$ cat src/rtl/desloca_iter.sv
// desloca_iter: multi-cycle SLL/SRL/SRA shifter, STEP bits per clock, start/done handshake.
// Define DESLOCA_ROT_EN to make modo=11 rotate-left; otherwise modo=11 acts as SLL.
module desloca_iter #(
  parameter int WIDTH = 32,
  parameter int STEP = 1,
  localparam int SW = $clog2(WIDTH)
) (
  input  logic             clk,
  input  logic             reset,
  input  logic             start,
  input  logic [1:0]       modo,
  input  logic [SW-1:0]    shamt,
  input  logic [WIDTH-1:0] dado_in,
  output logic             busy,
  output logic             done,
  output logic [WIDTH-1:0] dado_out
);
  typedef enum logic [1:0] {IDLE, SHIFT, DONE} state_t;
  localparam logic [SW:0] STEP_W = (SW+1)'(STEP);
`ifdef DESLOCA_ROT_EN
  localparam logic [SW:0] WIDTH_W = (SW+1)'(WIDTH);
`endif
  state_t state_q, state_d;
  logic [WIDTH-1:0] work_q, work_d, dado_out_q, dado_out_d, shifted, rot;
  logic [SW-1:0] rem_q, rem_d, rem_next;
  logic [1:0] modo_q, modo_d;
  logic [SW:0] s;
  always_comb begin
    s = ({1'b0, rem_q} >= STEP_W) ? STEP_W : {1'b0, rem_q};
    rem_next = rem_q - s[SW-1:0];
`ifdef DESLOCA_ROT_EN
    rot = (work_q << s) | (work_q >> (WIDTH_W - s));
`else
    rot = work_q << s;
`endif
    // SRA stays exact across steps because the work register keeps its sign bit
    shifted = modo_q == 2'b01 ? work_q >> s :
              modo_q == 2'b10 ? WIDTH'($signed(work_q) >>> s) :
              modo_q == 2'b11 ? rot : work_q << s;
  end
  always_comb begin
    state_d = state_q;
    work_d = work_q;
    rem_d = rem_q;
    modo_d = modo_q;
    dado_out_d = dado_out_q;
    if (state_q != SHIFT && start) begin
      state_d = SHIFT;
      work_d = dado_in;
      rem_d = shamt;
      modo_d = modo;
    end else if (state_q == DONE) begin
      state_d = IDLE;
    end else if (state_q == SHIFT) begin
      work_d = shifted;
      rem_d = rem_next;
      if (rem_next == '0) begin
        state_d = DONE;
        dado_out_d = shifted;
      end
    end
  end
  always_ff @(posedge clk) begin
    if (reset) begin
      state_q <= IDLE;
      work_q <= '0;
      rem_q <= '0;
      modo_q <= '0;
      dado_out_q <= '0;
    end else begin
      state_q <= state_d;
      work_q <= work_d;
      rem_q <= rem_d;
      modo_q <= modo_d;
      dado_out_q <= dado_out_d;
    end
  end
  assign busy = state_q == SHIFT;
  assign done = state_q == DONE;
  assign dado_out = dado_out_q;
endmodule

$ cat config.mk
export PLATFORM = sky130hd
export DESIGN_NAME = desloca_iter
export DESIGN_NICKNAME = d
export VERILOG_FILES = /design/src/rtl/desloca_iter.sv
export SDC_FILE = /design/constraint.sdc
export NUM_CORES = 1
export LEC_CHECK = 0
export CAP_MARGIN = 5
export CORE_ASPECT_RATIO = 1.2
export CORE_MARGIN = 2
export CORE_UTILIZATION = 51
export CTS_CLUSTER_SIZE = 10
export DETAILED_ROUTE_END_ITERATION = 16
export PLACE_DENSITY = 0.8
export SLEW_MARGIN = 20
export SYNTH_ARGS = -nofsm -noshare
export SYNTH_HDL_FRONTEND = slang
export SYNTH_SLANG_ARGS = --single-unit
$ cat constraint.sdc
create_clock -name clk -period 4.1 [get_ports clk]
set_input_delay 0.41 -clock clk [delete_from_list [all_inputs] [get_ports clk]]
set_output_delay 0.41 -clock clk [all_outputs]
set_load 0.03 [all_outputs]
Yosys cells after proc, flatten, opt, wreduce, memory -nomap -nowiden. Index checks and enable logic that the tools add are counted.

Register bits after elaboration: 73. Output and inout bits: 34. Logic and storage cells: 42.

Bitwise operators: 2. $add $sub $neg: 1. Magnitude comparators: 1. Shift operators: 3. Reduce and logical (&&, ||, !) cells: 10. Muxes and demuxes: 13. Equal/unequal tests: 6.

Operators with widths (number): $mux 32 (5); $shl 32x5->32 (1); $shr 32x5->32 (1); $sshr 32x5->32 (1); $mux 5 (4); $reduce_and 2->1 (3); $reduce_bool 3->1 (2); $ge 5x1->1 const B (1); $logic_not 5->1 (1); $sub 5x5->5 (1); $eq 2x1->1 const B (2); $eq 2x2->1 const B (2); $mux 1 (4); $ne 2x1->1 const B (2); $reduce_and 4->1 (1); $reduce_or 3->1 (1); $not 1->1 (2); $reduce_bool 2->1 (1); $logic_and 1x1->1 (1).

Depth between registers and ports, before layout. Gate-level depths: netlist (run 1).

Word-level depth: 8. Depth in mapped cells: 13. Mapped depth without buffers: 8.

Least setup slack after synthesis (run 1). OpenSTA, ideal clock, no wires.

Kind: register to register. From: register rem_q[4]. To: register dado_out_q[10], in the netlist dado_out[10]. Library setup time: 0.127 ns. Path buffers: 5. Cell stages (with the launch flop): 14. Path slack: 1.150 ns. Data required time: 3.973 ns. Arrival time: 2.823 ns. Cells stage by stage: dfxtp_1 > or4_1 > buf_2 > or2_0 > buf_2 > buf_2 > nand2b_1 > ha_1 > nor3b_1 > and3_1 > clkbuf_1 > nor2_1 > clkbuf_1 > o2bb2ai_1.

Cells in the longest elaborated chain, start to end: 5.

RTL lines: start, declared (RTL line 25) `logic [SW-1:0] rem_q, rem_d, rem_next;`; start signal, assigned (RTL line 73) `rem_q <= rem_d;`; $ge 5x1->1 (RTL line 29) `s = ({1'b0, rem_q} >= STEP_W) ? STEP_W : {1'b0, rem_q};`; $mux 5 (RTL line 29); $sub 5x5->5 (tied with other cells) (RTL line 30) `rem_next = rem_q - s[SW-1:0];`; $logic_not 5->1 or $mux 32 (tied branches) (RTL line 57, 38); $reduce_and 4->1 (no line) or $mux 32 (tied branches); end signal, assigned (RTL line 75) `dado_out_q <= dado_out_d;`; end, declared (RTL line 24) `logic [WIDTH-1:0] work_q, work_d, dado_out_q, dado_out_d, shifted, rot;`.

Parallel ways exist; a longest one is shown, timed or not. A chain may end at the register's enable or synchronous reset.

Worst setup path in the final report (run 1).
From: register rem_q[4]. To: register dado_out_q[29], in the netlist dado_out[29].

Same word-level chain as after synthesis.

==> metrics, run 1 <==
status=complete, no violations; grt total ovfl=0; Setup crit start kind=flop; clk sink count=73; classification of the worst setup path=reg2reg; leakage power of the design=1.71 nW; routability cong.=0.805; horizontal extent of the die=80.7 microns; Resized Gates After CTS=0; ranking of synthesized cells by area=dfxtp_1, mux2_2, mux2i_1; final critical-path required period=slightly above 3 ns; Bufs on Longest Clock Path=2; Routed wire per std cell=around 17 microns; RSZ-0062 raised after global routing=no; TritonCTS clock tree=done; setup TNS after final layout=0 ns; placed wire-length estimate after detailed placement=5.93 mm; Core Util, Final=66.4%; critical path peak fanout=30; post-CTS setup repair buffer count=0; post-route ant nets=0; non-filler cells in the finished layout=542; # H-tree levels=3; Initial DRT Pass Iterations=4; via count=3196; CTS Root Buffer Type=clkbuf_8; Worst Tran Pin Value=1.10 ns; antenna violations before repair=0; number of placement rows=33; number of buffers added to fix hold violations after cts=0; initial cell density of the core=52.8%; synthesized netlist cell count=396; number of buffers inserted during clock tree synthesis=9; cell area after synthesis=between 3000 and 4000 sq um; cell count after placement=527; Max Transition Viols Final=0; power density over the cells=a little over 400 nW/um^2; Mapped Nets=441; fraction of post-synthesis cell area in the top cell type by area=40.6%; routed wire length=8.98 mm; required time reported for the critical path endpoint=4.35 ns; overall power consumption=around 0.0018 W; 1st-iter DRT viols=141; post-synthesis sequential area ratio=40.6%; area overhead of the layout relative to synthesis=25.9%; count of different cell masters after synthesis=38; max-cap check violation count=0; Worst slew margin=a little over a quarter; endpoint kind of the worst setup timing path=flop; class of the worst hold path=reg2reg; Std-Cell Core Area=6810 sq um; Final Skew=0.00942 ns; y dimension of the die=approximately 96 microns; global-route wire length before repair=14.6 mm; total routing usage reported by global routing=between 20% and 30%; number of buffer cells added on primary ports=75; synthesized area per cell=9.08 sq um; fraction of final layout cells with drive strength greater than 1=16.9%; Post-layout nets=496; CTS clock-pin slew for the worst setup and hold paths=0.07 ns; Max rail drop VDD=0.293 mV; largest net degree at the start of global routing=43; leading area contributor after synthesis=dfxtp_1; maximum clock rate=about 0.32 GHz; final-report setup violation count=0; number of antenna repair diodes=0; DRC errors left=0; warnings from Yosys=0; full die area=7740 sq um; clock latency reported for the late side of the worst-skew pair=0.34 ns; Top Ports=76; data arrival time of the critical path=3.36 ns; count of final hold-check violations=0; post-synthesis sequential element count=73; number of global-route vias before repair=approximately 3200; Via density=5.90; share of the cycle needed by the critical path after routing=75.8%
==> layout by cell type, fill, tap and decap left out, drive strengths merged, types with 2 or more instances in the layout <==
cell type	instances
a211oi	6
a21oi	28
a311oi	2
a31o	21
a31oi	9
buf	6
clkbuf	12
clkdlybuf4s50	75
clkinv	2
dfxtp	73
ha	3
inv	4
mux2	30
mux2i	32
nand2	69
nand2b	4
nand3	9
nor2	13
nor2b	3
nor4	2
o21ai	6
o2bb2ai	30
==> where the power goes <==
group	internal, W	switching, W	leakage [nW]	total, W
Clock	0.000231	0.000248	0.0822	0.000479
Sequential	0.000770	0.0000614	0.597	0.000831
Combinational	0.000248	0.000284	1.03	0.000532
Total	0.00125	0.000593	1.71	0.00184
==> path summary, 6_finish.rpt <==
check,slack (ns),cells past startpoint,end,from
setup / recovery,0.99,8,dado_out[29],rem_q[4]
hold / removal,0.47,1,dado_out[24],dado_out[24]
setup reg to reg,0.99,8,dado_out[29],rem_q[4]
hold reg to reg,0.47,1,dado_out[24],dado_out[24]
==> synthesized netlist by cell type <==
cell type	n
xnor2_1	1
nand2_1	69
a31oi_1	9
dfxtp_1	73
nand3b_1	1
nor3b_1	1
nor2b_1	3
o2111a_1	1
nor4_1	2
and2_1	1
o21ai_0	5
a31o_2	21
a311oi_1	2
mux2i_1	32
nor3_1	1
buf_2	4
buf_1	1
o2111ai_1	1
and3_1	1
or4_1	1
clkbuf_1	30
xor2_1	1
o211ai_1	1
nand2b_1	4
nor2_1	13
nor4b_1	1
ha_1	3
a21oi_1	28
a32oi_1	1
o21a_1	1
buf_6	2
o21ai_2	1
or2_0	1
nand3_1	9
o2bb2ai_1	30
a211oi_1	6
inv_1	4
mux2_2	30
==> state kept, by name, summed over array words and instances (netlist names) <==
signal / flops
dado_out: 32
work_q: 32
rem_q: 5
modo_q: 2
state_q: 2
==> final cells by class <==
cell class / count / area [sq um]
Sequential cell: 73 / 1460
Timing Repair Buffer: 81 / 796
Clock buffer: 12 / 145
Fill cell: 567 / 2290
Multi-Input combinational cell: 282 / 1980
Tap cell: 87 / 109
Inverter: 4 / 15.0
Clock inverter: 3 / 17.5
==> worst max-delay path: stages (launching register included) <==
cell       delay [ns]
dfxtp_1          0.35
or4_1            0.63
or2_2            0.33
nand2b_1         0.08
ha_1             0.20
nor3b_1          0.33
and3_1           0.38
nand2b_2         0.42
o2bb2ai_1        0.30
==> per-stage QoR <==
| step | hold slack [ns] | cell area [sq um] | setup WS, ns |
|---|---|---|---|
| floorplan | 0.468 | 3600 | 1.15 |
| global placement | 0.448 | 4360 | 0.906 |
| detailed placement | 0.450 | 4360 | 0.669 |
| CTS | 0.470 | 4520 | 0.649 |
| global route | 0.485 | 4530 | 0.765 |
| finish | 0.466 | 4530 | 0.993 |
==> metal layers <==
layer  part of all wire (%)  up-vias  GRT usage (%)
li1                       -     1547              -
met1                     42     1519           29.8
met2                     49      116           41.8
met3                    6.6       14           3.28
met4                    1.8        0           10.3
met5                      0        -              0
==> logic make-up (layout without fill, tap and decap cells) <==
kind of cell	count (synthesis)	count (layout)	synth area share (%)
simple gates	108	108	12.9
compound gates	107	107	21.8
flops	73	73	40.6
mux	62	62	18.3
buf+inv	41	100	4.84
fa+ha+maj	3	3	1.04
xor+xnor	2	2	0.487
(Power assumes the default switching activity.)
==> run 2: changes to the inputs <==
- clock period: 4.1 -> 3.1 ns (I/O delays scaled with it)
==> run 2 against run 1 <==
Net effect:
- wire length decreased by 2.4%
- non-clock buffer count increased by 5
- sequential share of layout area decreased by 0.42 points
- critical path depth increased by 1
- via count decreased by 1.4%
- critical path type unchanged
==> metrics, run 2 (synthesized netlist as in run 1, its figures left out) <==
status=complete, no violations; full die area=roughly 7700 sq um; area overhead of the layout relative to synthesis=27.6%; final critical-path required period=2.78 ns; routed wire length=8.77 mm; post-route ant nets=0; leakage power of the design=1.75 nW; number of buffer cells added on primary ports=75; critical path peak fanout=20; biggest cell delay along the critical path=0.63 ns; global-route wire length before repair=between 10 and 15 mm; RSZ-0062 raised after global routing=no; buffering stage count on the worst path with inverters included=1; required time reported for the critical path endpoint=3.36 ns; worst-path cell chain=or4_1 -> or2_2 -> nand2b_1 -> ha_1 -> nor3b_2 -> and3_1 -> nand2b_1 -> buf_4 -> o2bb2ai_1; Routed wire per std cell=between 15 and 20 microns; top library cells by usage in the layout, fill and taps aside=clkdlybuf4s50_1, dfxtp_1, nand2_1; largest net degree at the start of global routing=45; endpoint kind of the worst setup timing path=flop; fraction of final layout cells with drive strength greater than 1=between 15 and 20%; max-cap check violation count=0; horizontal extent of the die=80.7 microns; Hold Slack=0.465 ns; CTS Root Buffer Type=clkbuf_8; area of all placed cells without fillers=4590 sq um; number of buffers inserted during clock tree synthesis=9; antenna violations before repair=0; total routing usage reported by global routing=23.5%; Worst path slowest cell=or4_1; placed wire-length estimate after detailed placement=approximately 5.8 mm; Max Transition Viols Final=0; Setup crit start kind=flop; count of final hold-check violations=0; number of placement rows=33; Final Skew=roughly 0.0086 ns; maximum clock rate=roughly 0.36 GHz; number of antenna repair diodes=0; standard cell area after detailed placement=4390 sq um; CTS clock-pin slew for the worst setup and hold paths=~0.07 ns; Post-layout nets=about 500; Worst slew margin=between 50 and 60%; 1st-iter DRT viols=169; share of the cycle needed by the critical path after routing=89.7%; setup TNS after final layout=0 ns; most common cell after layout, fill and taps aside=clkdlybuf4s50_1; Initial DRT Pass Iterations=4; grt total ovfl=0; y dimension of the die=96.0 microns; number of global-route vias before repair=about 3000; via count=3150; class of the worst hold path=reg2reg; routability cong.=0.858; DRC errors left=0; FILL cells=581; number of buffers added to fix hold violations after cts=0; clk sink count=73; initial cell density of the core=52.8%; critical path's most frequent cell=nand2b_1; Top Family by Delay on Critical Path=simple AND/OR/NAND/NOR gates; Via density=around 5.8; Bufs on Longest Clock Path=2; Top Ports=76; Max rail drop VDD=0.310 mV; power density over the cells=547 nW/um^2; classification of the worst setup path=reg2reg; Std-Cell Core Area=between 6000 and 7000 sq um; data arrival time of the critical path=3.05 ns; final-report setup violation count=0; Worst Tran Pin Value=just over 0.7 ns; # H-tree levels=3; TritonCTS clock tree=done; clock latency reported for the late side of the worst-skew pair=0.33 ns
run 2: cell count changes in the layout (fill, tap and decap cells not counted):
cell | before | now
nand2b_2 | 1 | 0
clkbuf_1 | 2 | 0
nor3b_2 | 0 | 1
buf_4 | 6 | 11
clkbuf_8 | 10 | 9
inv_6 | 0 | 1
clkinvlp_4 | 1 | 0
clkinv_2 | 2 | 4
nand2b_1 | 3 | 4
nor3b_1 | 1 | 0
bufinv_16 | 0 | 1
run 2: layout make-up:
class,instances,area (sq um),area share (%)
well taps,87,109,2.37
repair buffers,86,833,18.2
multi-input cells,282,1990,43.3
inverters,4,15.0,0.327
flip-flops and latches,73,1460,31.9
clock inverters,6,58.8,1.28
clock buffers,9,124,2.70
run 2: power breakdown:
part           leakage (nW)  internal (W)  switching, W
clock network        0.0990      0.000364      0.000332
registers             0.597       0.00102     0.0000806
logic                  1.06      0.000336      0.000379
run 2: what timing repair did:
item                                    4_1_cts  5_1_grt
endpoints found under the setup margin        0       21
buffers inserted                              0        0
gates resized for setup                       0        1
run 2: path summary, 6_finish.rpt:
path	startpoint	endpoint	slack, ns	depth (start not counted)
max	rem_q[4]	dado_out[6]	0.32	9
min	dado_out[2]	dado_out[2]	0.47	1
max reg2reg	rem_q[4]	dado_out[6]	0.32	9
min reg2reg	dado_out[2]	dado_out[2]	0.47	1
run 2: per-layer routing:
metal	vias to the layer above	global-route usage (%)	share of wire (%)
li1	1550	-	-
met2	83	39.1	50
met4	0	8.62	1.3
met5	-	0	0
met3	11	4.32	4.4
met1	1506	30.6	44
run 2: metrics by stage:
stage | setup WS, ns | total power, W | utilization, % | cells
2_1_floorplan | 0.150 | 0.00163 | - | 396
3_3_place_gp | 0.345 | 0.00181 | 64.5 | 532
3_5_place_dp | 0.259 | 0.00183 | 64.5 | 532
4_1_cts | 0.193 | 0.00252 | 67.2 | 547
5_1_grt | 0.104 | 0.00264 | 67.3 | 547
6_report | 0.319 | 0.00251 | 67.3 | 547
==> run 3: changes to the inputs <==
- REMOVE_ABC_BUFFERS: not set -> 1
==> run 3 against run 2 <==
Net effect:
- sequential cell count is the same
- core utilization grew 0.092 points
- count of clock-buffer cells in the layout grew 1
- worst hold slack gained 0.011 ns
- first-iteration DRC count grew 30%
- register-to-register slack lost 0.08 ns
- total power grew 2.1%
- sequential share of layout area is essentially flat
- die area is the same
==> metrics, run 3 (synthesized netlist as in run 1, its figures left out) <==
routed wire length=8.78 mm; required time reported for the critical path endpoint=about 3.3 ns; most common cell after layout, fill and taps aside=clkdlybuf4s50_1; met2 track utilization from global routing=between 40% and 50%; horizontal extent of the die=80.7 microns; CTS Root Buffer Type=clkbuf_8; launch point of the worst reg-to-reg path=rem_q[4]; switching part of the total power=about a third; Top Family by Delay on Critical Path=simple AND/OR/NAND/NOR gates; met1 layer usage reported by global route=between 20% and 30%; leakage power of the design=1.74 nW; clk sink count=73; biggest cell delay along the critical path=0.62 ns; Core Util, Final=between 60% and 70%; Std-Cell Core Area=6810 sq um; Resized Gates After CTS=0; R2R depth=9; final critical-path required period=2.86 ns; Initial DRT Pass Iterations=4; Routed wire per std cell=16.0 microns; Min-Delay Endpoint=dado_out[15]; Hold Path Stages=1; Worst Tran Pin Value=about 0.54 ns; number of antenna repair diodes=0; share of the cycle needed by the critical path after routing=92.3%; initial cell density of the core=52.8%; CTS clock-pin slew for the worst setup and hold paths=0.08 ns; worst-path cell chain=or4_1 -> or2_2 -> nand2b_1 -> ha_1 -> nor3b_1 -> and3_2 -> nor2_2 -> buf_4 -> o2bb2ai_1; TritonCTS clock tree=done; buffering stage count on the worst path with inverters included=1; number of buffers added to fix hold violations after cts=0; Hold Slack=about 0.48 ns; 1st-iter DRT viols=220; setup slack, reg-to-reg=~0.24 ns; least setup slack across all paths after layout=0.238 ns; Hold Path Origin=dado_out[15]; post-CTS setup repair buffer count=0; grt total ovfl=0; switching power summed over all nets=a little over 0.0008 W; Post-layout nets=500; power density over the cells=about 560 nW/um^2; top library cells by usage in the layout, fill and taps aside=clkdlybuf4s50_1, dfxtp_1, nand2_1; count of final hold-check violations=0; full die area=7740 sq um; endpoint of the lowest-slack register-to-register path=dado_out[17]; total routing usage reported by global routing=23.5%; RSZ-0062 raised after global routing=no; largest net degree at the start of global routing=45; endpoint kind of the worst setup timing path=flop; FILL cells=around 560; # H-tree levels=3; Top Ports=76; Via density=between 5 and 6; antenna violations before repair=0; relative contribution of the clock network to total power=29.7%; DRC errors left=0; classification of the worst setup path=reg2reg; number of buffers inserted during clock tree synthesis=9; status=complete, no violations; Worst path slowest cell=or4_1; number of global-route vias before repair=roughly 3100; fraction of final layout cells with drive strength greater than 1=18.3%; Final Skew=0.0109 ns; Bufs on Longest Clock Path=2; Worst slew margin=63.7%; y dimension of the die=96.0 microns; Comb power frac=~28%; number of buffer cells added on primary ports=75; placed wire-length estimate after detailed placement=5.72 mm; Max rail drop VDD=0.267 mV; number of placement rows=33; final-report setup violation count=0; class of the worst hold path=reg2reg; Max Transition Viols Final=0; area overhead of the layout relative to synthesis=27.7%; max-cap check violation count=0; Setup crit start kind=flop; critical path peak fanout=18; most used routing layer=met2; cell internal pwr=0.00175 W; pre-CTS WS=0.221 ns; global routing usage on met3=4.22%; data arrival time of the critical path=3.08 ns; maximum clock rate=0.349 GHz; clock latency reported for the late side of the worst-skew pair=0.34 ns; post-route ant nets=0; global-route wire length before repair=14.4 mm; sequential share of power=42.8%; via count=3136; routability cong.=0.817
[run 3: how the worst max path moves through the flow]
| stage | start | endpoint | slack (ns) | cells past startpoint |
|---|---|---|---|---|
| floorplan | rem_q[1] | dado_out[10] | -1.20 | 8 |
| global placement | rem_q[4] | dado_out[21] | 0.31 | 9 |
| detailed placement | rem_q[4] | dado_out[17] | 0.22 | 9 |
| CTS | rem_q[4] | dado_out[17] | 0.19 | 9 |
| global route | rem_q[4] | dado_out[17] | 0.03 | 9 |
| finish | rem_q[4] | dado_out[17] | 0.24 | 9 |
[run 3: through the flow]
stage	cells	area (sq um)	TNS, ns	power (W)
2_1_floorplan	359	3440	-37.24	0.00160
3_3_place_gp	531	4390	0	0.00180
3_5_place_dp	531	4390	0	0.00182
4_1_cts	547	4590	0	0.00257
5_1_grt	547	4590	0	0.00269
6_report	547	4590	0	0.00256
[run 3: worst register-to-register path, delay by kind of cell (launching register included)]
family                     cells  cell delay [ns]
AOI/OAI and AO/OA              1             0.15
adders and majority gates      1             0.20
buffers and inverters          1             0.24
DFF                            1             0.35
and+or+nand+nor                6             1.82
[run 3: final cells by class]
cell class              instances  area [sq um]  share of cell area [%]
well taps                      87           109                    2.37
multi-input cells             282          1980                    43.0
inverters                       4          15.0                   0.327
clock inverters                 6          67.6                    1.47
flip-flops and latches         73          1460                    31.8
clock buffers                  10           138                    3.00
repair buffers                 85           826                    18.0
[run 3: per-layer routing]
metal / wire length (microns) / vias to the layer above / share of wire, %
met4: 66 / 0 / 0.75
met2: 4380 / 65 / 50
li1: - / 1549 / -
met3: 300 / 5 / 3.4
met1: 4020 / 1517 / 46
met5: 0 / - / 0
[run 3: power by group through the flow]
stage / registers [W] / clock network [W] / logic, W
after global placement: 0.00111 / 0 / 0.000686
final: 0.00110 / 0.000761 / 0.000705
after global routing: 0.00111 / 0.000808 / 0.000770
after floorplan: 0.00112 / 0 / 0.000480
after detailed placement: 0.00112 / 0 / 0.000702
after CTS: 0.00110 / 0.000769 / 0.000705
